===== src/rtl/mem_port_arbiter_pkg.sv =====
// mem_port_arbiter_pkg: shared states, size codes and default parameters for the
// fetch/data memory port arbiter.
package mem_port_arbiter_pkg;
   typedef enum logic [1:0] {IDLE, ACCESS, DONE} state_t;
   localparam logic [1:0] SIZE_B = 2'b00;
   localparam logic [1:0] SIZE_H = 2'b01;
   localparam logic [1:0] SIZE_W = 2'b10;
   localparam logic [1:0] SIZE_D = 2'b11;
   localparam logic [1:0] SIZE_FETCH = SIZE_D;
   localparam int ADDR_W_DEF = 64;
   localparam int DATA_W_DEF = 64;
   localparam int TIMEOUT_DEF = 15;
endpackage


===== src/rtl/mem_port_arbiter_arb_select.sv =====
// arb_select: grant decision between fetch and data requesters; data wins unless
// both request and data was the last one granted.
module arb_select (
   input  logic i_req,
   input  logic d_req,
   input  logic last_d,
   output logic grant_d
);
   assign grant_d = d_req && !(i_req && last_d);
endmodule


===== src/rtl/mem_port_arbiter.sv =====
// mem_port_arbiter: two-requester (fetch/data) single memory port with timeout abort.
// Define MEM_PORT_ARB_RR_EN for round-robin on simultaneous requests; default is data priority.
module mem_port_arbiter
   import mem_port_arbiter_pkg::*;
#(
   parameter int ADDR_W  = ADDR_W_DEF,
   parameter int DATA_W  = DATA_W_DEF,
   parameter int TIMEOUT = TIMEOUT_DEF
) (
   input  logic              clock,
   input  logic              reset,
   input  logic              i_req,
   input  logic [ADDR_W-1:0] i_addr,
   output logic [DATA_W-1:0] i_rdata,
   output logic              i_ack,
   input  logic              d_req,
   input  logic              d_we,
   input  logic [ADDR_W-1:0] d_addr,
   input  logic [DATA_W-1:0] d_wdata,
   input  logic [1:0]        d_size,
   output logic [DATA_W-1:0] d_rdata,
   output logic              d_ack,
   output logic              m_req,
   output logic              m_we,
   output logic [ADDR_W-1:0] m_addr,
   output logic [DATA_W-1:0] m_wdata,
   output logic [1:0]        m_size,
   input  logic [DATA_W-1:0] m_rdata,
   input  logic              m_ready,
   output logic              busy,
   output logic              timeout_err
);
   localparam int CW = $clog2(TIMEOUT + 1);

   state_t            state_q, state_d;
   logic [CW-1:0]     cnt_q, cnt_d;
   logic              win_d_q, win_d_d, to_q, to_d, we_q, we_d;
   logic [ADDR_W-1:0] addr_q, addr_d;
   logic [DATA_W-1:0] wdata_q, wdata_d, i_rdata_q, i_rdata_d, d_rdata_q, d_rdata_d, rd;
   logic [1:0]        size_q, size_d;
   logic              grant_d, last_d;

`ifdef MEM_PORT_ARB_RR_EN
   logic last_d_q;
   always_ff @(posedge clock) begin
      if (!reset) last_d_q <= 1'b0;
      else if (state_q == IDLE && (i_req || d_req)) last_d_q <= grant_d;
   end
   assign last_d = last_d_q;
`else
   assign last_d = 1'b0;
`endif

   arb_select u_arb (.i_req(i_req), .d_req(d_req), .last_d(last_d), .grant_d(grant_d));

   always_comb begin
      state_d   = state_q;
      cnt_d     = cnt_q;
      win_d_d   = win_d_q;
      to_d      = to_q;
      we_d      = we_q;
      addr_d    = addr_q;
      wdata_d   = wdata_q;
      size_d    = size_q;
      i_rdata_d = i_rdata_q;
      d_rdata_d = d_rdata_q;
      rd        = (m_ready && !we_q) ? m_rdata : '0;
      case (state_q)
         IDLE: if (i_req || d_req) begin
            state_d = ACCESS;
            cnt_d   = '0;
            to_d    = 1'b0;
            win_d_d = grant_d;
            we_d    = grant_d && d_we;
            addr_d  = grant_d ? d_addr : i_addr;
            wdata_d = grant_d ? d_wdata : '0;
            size_d  = grant_d ? d_size : SIZE_FETCH;
         end
         ACCESS: if (m_ready || cnt_q == CW'(TIMEOUT - 1)) begin
            // m_ready on the final allowed cycle still counts as success
            state_d = DONE;
            to_d    = !m_ready;
            if (win_d_q) d_rdata_d = rd;
            else i_rdata_d = rd;
         end else begin
            cnt_d = cnt_q + CW'(1);
         end
         default: state_d = IDLE;
      endcase
   end

   always_ff @(posedge clock) begin
      if (!reset) begin
         state_q   <= IDLE;
         cnt_q     <= '0;
         win_d_q   <= 1'b0;
         to_q      <= 1'b0;
         we_q      <= 1'b0;
         addr_q    <= '0;
         wdata_q   <= '0;
         size_q    <= '0;
         i_rdata_q <= '0;
         d_rdata_q <= '0;
      end else begin
         state_q   <= state_d;
         cnt_q     <= cnt_d;
         win_d_q   <= win_d_d;
         to_q      <= to_d;
         we_q      <= we_d;
         addr_q    <= addr_d;
         wdata_q   <= wdata_d;
         size_q    <= size_d;
         i_rdata_q <= i_rdata_d;
         d_rdata_q <= d_rdata_d;
      end
   end

   assign m_req       = state_q == ACCESS;
   assign m_we        = we_q;
   assign m_addr      = addr_q;
   assign m_wdata     = wdata_q;
   assign m_size      = size_q;
   assign i_ack       = state_q == DONE && !win_d_q;
   assign d_ack       = state_q == DONE && win_d_q;
   assign i_rdata     = i_rdata_q;
   assign d_rdata     = d_rdata_q;
   assign busy        = state_q != IDLE;
   assign timeout_err = state_q == DONE && to_q;
endmodule


===== config.mk =====
export PLATFORM = sky130hd
export DESIGN_NAME = mem_port_arbiter
export DESIGN_NICKNAME = d
export VERILOG_FILES = /design/src/rtl/mem_port_arbiter_pkg.sv /design/src/rtl/mem_port_arbiter_arb_select.sv /design/src/rtl/mem_port_arbiter.sv
export SDC_FILE = /design/constraint.sdc
export NUM_CORES = 1
export LEC_CHECK = 0
export CAP_MARGIN = 20
export CORE_AREA = 2 2 206 208
export DETAILED_ROUTE_END_ITERATION = 10
export DIE_AREA = 0 0 208 210
export PLACE_DENSITY_LB_ADDON = 0.3
export SETUP_SLACK_MARGIN = 0.05
export SLEW_MARGIN = 20
export SYNTH_ARGS = -nofsm -noshare
export SYNTH_HDL_FRONTEND = slang
export SYNTH_SLANG_ARGS = --single-unit

===== constraint.sdc =====
create_clock -name clock -period 3.3 [get_ports clock]
set_clock_uncertainty 0.05 [all_clocks]
set_input_delay 0.33 -clock clock [delete_from_list [all_inputs] [get_ports clock]]
set_output_delay 0.33 -clock clock [all_outputs]
set_load 0.005 [all_outputs]

==> impl_metrics.ini <==
[outcome]
status = complete, no violations

[synthesis]
ys_seq_area_share_pct = 55.90
synth_fp_nets = 1190
syn-cell-area_um2 = 9562
ys_ff_latch = 267
yosysUniqueCellTypes = 31
synth_largest_area_cell = dfxtp_1
synth_cells = 924
syn_avg_cell_area_um2 = 10.35
synthTopCellsByArea = dfxtp_1 56%, a22o_1 12%, a21oi_1 7.0%, mux2i_1 6.7%, a211oi_1 5.0%
synth_top_cell_area_share_pct = 55.90
yosys_warnings = 0

[clock_network]
post_cts_resize_count = 0
h-tree-depth = 1
post_cts_buffers = 0
cts_made_buffers = 31
cts.sinks = 267
root_buffer = clkbuf_16
clk_pin_slew_ps = 60
worstSkewPairLatency_ps = 580
postCtsHoldBufs = 0
cts_tree = built
cts_max_path_buffers = 3

[sta]
timing_worst_slew_pin_value_ps = 771.5
setup_viol = 0
rsz0062_at_grt = false
max_freq_mhz = 356.7
fin_crit_sh_pct = 84.96
fin_crit_ps = 2804
fin_ws_ps = 496.4
slew_headroom_pct = 48.57
setup-tns-final_ps = 0
hold_viol = 0
final_max_slew_viol_count = 0

[floorplan]
rows = 75
ios = 528
fp.dieW_um = 208
die_h_um = 210
core_um2 = 41480
die_area_um2 = 43680
start_util_pct = 23.05

[run]
max-cap-violations = 0

[worst_hold_path]
hp-class = in -> reg

[worst_setup_path]
cp-end-kind = output port
critical_path_class = reg -> out
critical_path.max_fanout = 8
required_ps = 2920
cp.arrival_ps = 2420
critPathLaunchType = register

[power_and_ir_drop]
leakage_nw = 6.037
ir_drop_mv = 0.3941
power_density_nw_per_um2 = 505.8

[grt]
grt_max_degree = 134
grt_pass1_wl_um = 54300
gr-total-overflow = 0
grt_pass1_vias = 9300
track_usage_pct = 15.50
antenna_found_initial = 0

[route]
dr.pass1.iters = 4
vias = 9135
drtIter0Drc = 489
routed_wl_um = 35710
wire_per_inst_um = 18.18
drt-vias-per-instance = 4.651
ant_nets = 0
drt_drc_violations_left = 0

[final_layout]
final_layout_size_suffix_gt1_share_pct = 5.263
final_nets = 1671
synthToLayoutAreaGrowth_pct = 71.09
n_antenna_cell = 0
fill_cells = 4086

[placement]
place.gp.congestion = 0.7616
io_buffer_count = 527
dp_slack_ps = 951.4
dpl.hpwl_um = 25030
per-stage QoR:
stage          power [mW]  hold WS [ps]  std cells  area (um2)  utilization (%)
2_1_floorplan       4.064         390.1        924        9562                -
3_3_place_gp        4.955         404.9       1911       15350            37.01
3_5_place_dp        4.965         403.6       1911       15350            37.01
4_1_cts             8.430         190.5       1964       16360            39.44
5_1_grt             8.660         223.4       1964       16360            39.44
6_report            8.275         229.4       1964       16360            39.44
area by class of cell:
class                           instances  area (um2)  share of cell area, %
Clock buffer                           43       880.8                  5.384
Clock inverter                         10       126.4                 0.7725
Inverter                                4       17.52                 0.1071
Multi-Input combinational cell        561        3857                  23.58
Sequential cell                       267        5345                  32.67
Tap cell                              539       674.4                  4.122
Timing Repair Buffer                  540        5458                  33.36
routing by layer:
metal,up-vias,track usage [%],wire (um)
met5,-,0,0
met4,0,5.551,1176
met3,64,6.168,3545
met2,408,26.42,17100
met1,4270,17.53,13890
li1,4393,-,-
where the power goes:
group | switching [mW] | internal [mW] | total (mW)
combinational | 0.569 | 0.791 | 1.36
clock | 1.38 | 2.01 | 3.39
sequential | 0.107 | 3.42 | 3.53
total | 2.05 | 6.22 | 8.28
worst paths after layout:
kind | to | start | slack [ps] | depth (start not counted)
worst min-delay path | m_addr[25] | d_req | 230 | 3
worst max register to register | i_rdata[6] | state_q[0] | 1060 | 4
worst max-delay path | m_req | state_q[0] | 500 | 2
worst min register to register | m_wdata[1] | m_wdata[1] | 420 | 2
registers in the layout, indices dropped and copies added, names as in the netlist, 2 cells and up:
signal	cells
d_rdata	64
i_rdata	64
m_addr	64
m_wdata	64
cnt_q	4
m_size	2
state_q	2
cell usage in the layout, fill, tap and decap left out, types with 3 or more instances in the layout:
master / count
or3_1: 3
mux2i_1: 64
clkbuf_8: 6
a21oi_1: 133
clkdlybuf4s50_1: 526
buf_4: 7
a211oi_1: 64
buf_12: 7
clkbuf_16: 31
o221ai_1: 4
clkinv_2: 4
nand2_1: 68
o21ai_0: 66
dfxtp_1: 267
nor2_4: 3
a22o_1: 128
clkbuf_1: 6
cell usage after synthesis:
cell	instances
a211oi_1	64
a21oi_1	133
a22o_1	128
a31o_2	1
a31oi_1	2
a31oi_2	2
and3_1	2
and3b_1	1
buf_1	7
buf_2	35
clkbuf_1	50
clkinv_1	1
dfxtp_1	267
ha_1	2
inv_1	2
inv_2	1
mux2i_1	64
nand2_1	68
nand3_1	2
nand3b_1	2
nor2_1	4
nor2b_1	1
nor3b_1	3
nor4_4	2
o21a_1	2
o21ai_0	66
o221a_2	2
o221ai_1	4
or2_2	1
or3_1	3
or3b_1	2
cell families after synthesis:
kind of cell	share of synthesized area, %
AOI/OAI and AO/OA	28.41
adders and majority gates	0.2617
buffers and inverters	4.227
DFF	55.90
muxes	6.700
and+or+nand+nor	4.501
critical path: stages, from the launching register on:
cell	delay (ps)
dfxtp_1	510
nor2b_1	630
clkdlybuf4s50_1	710
Note: power is estimated with default switching activity, not from simulation.
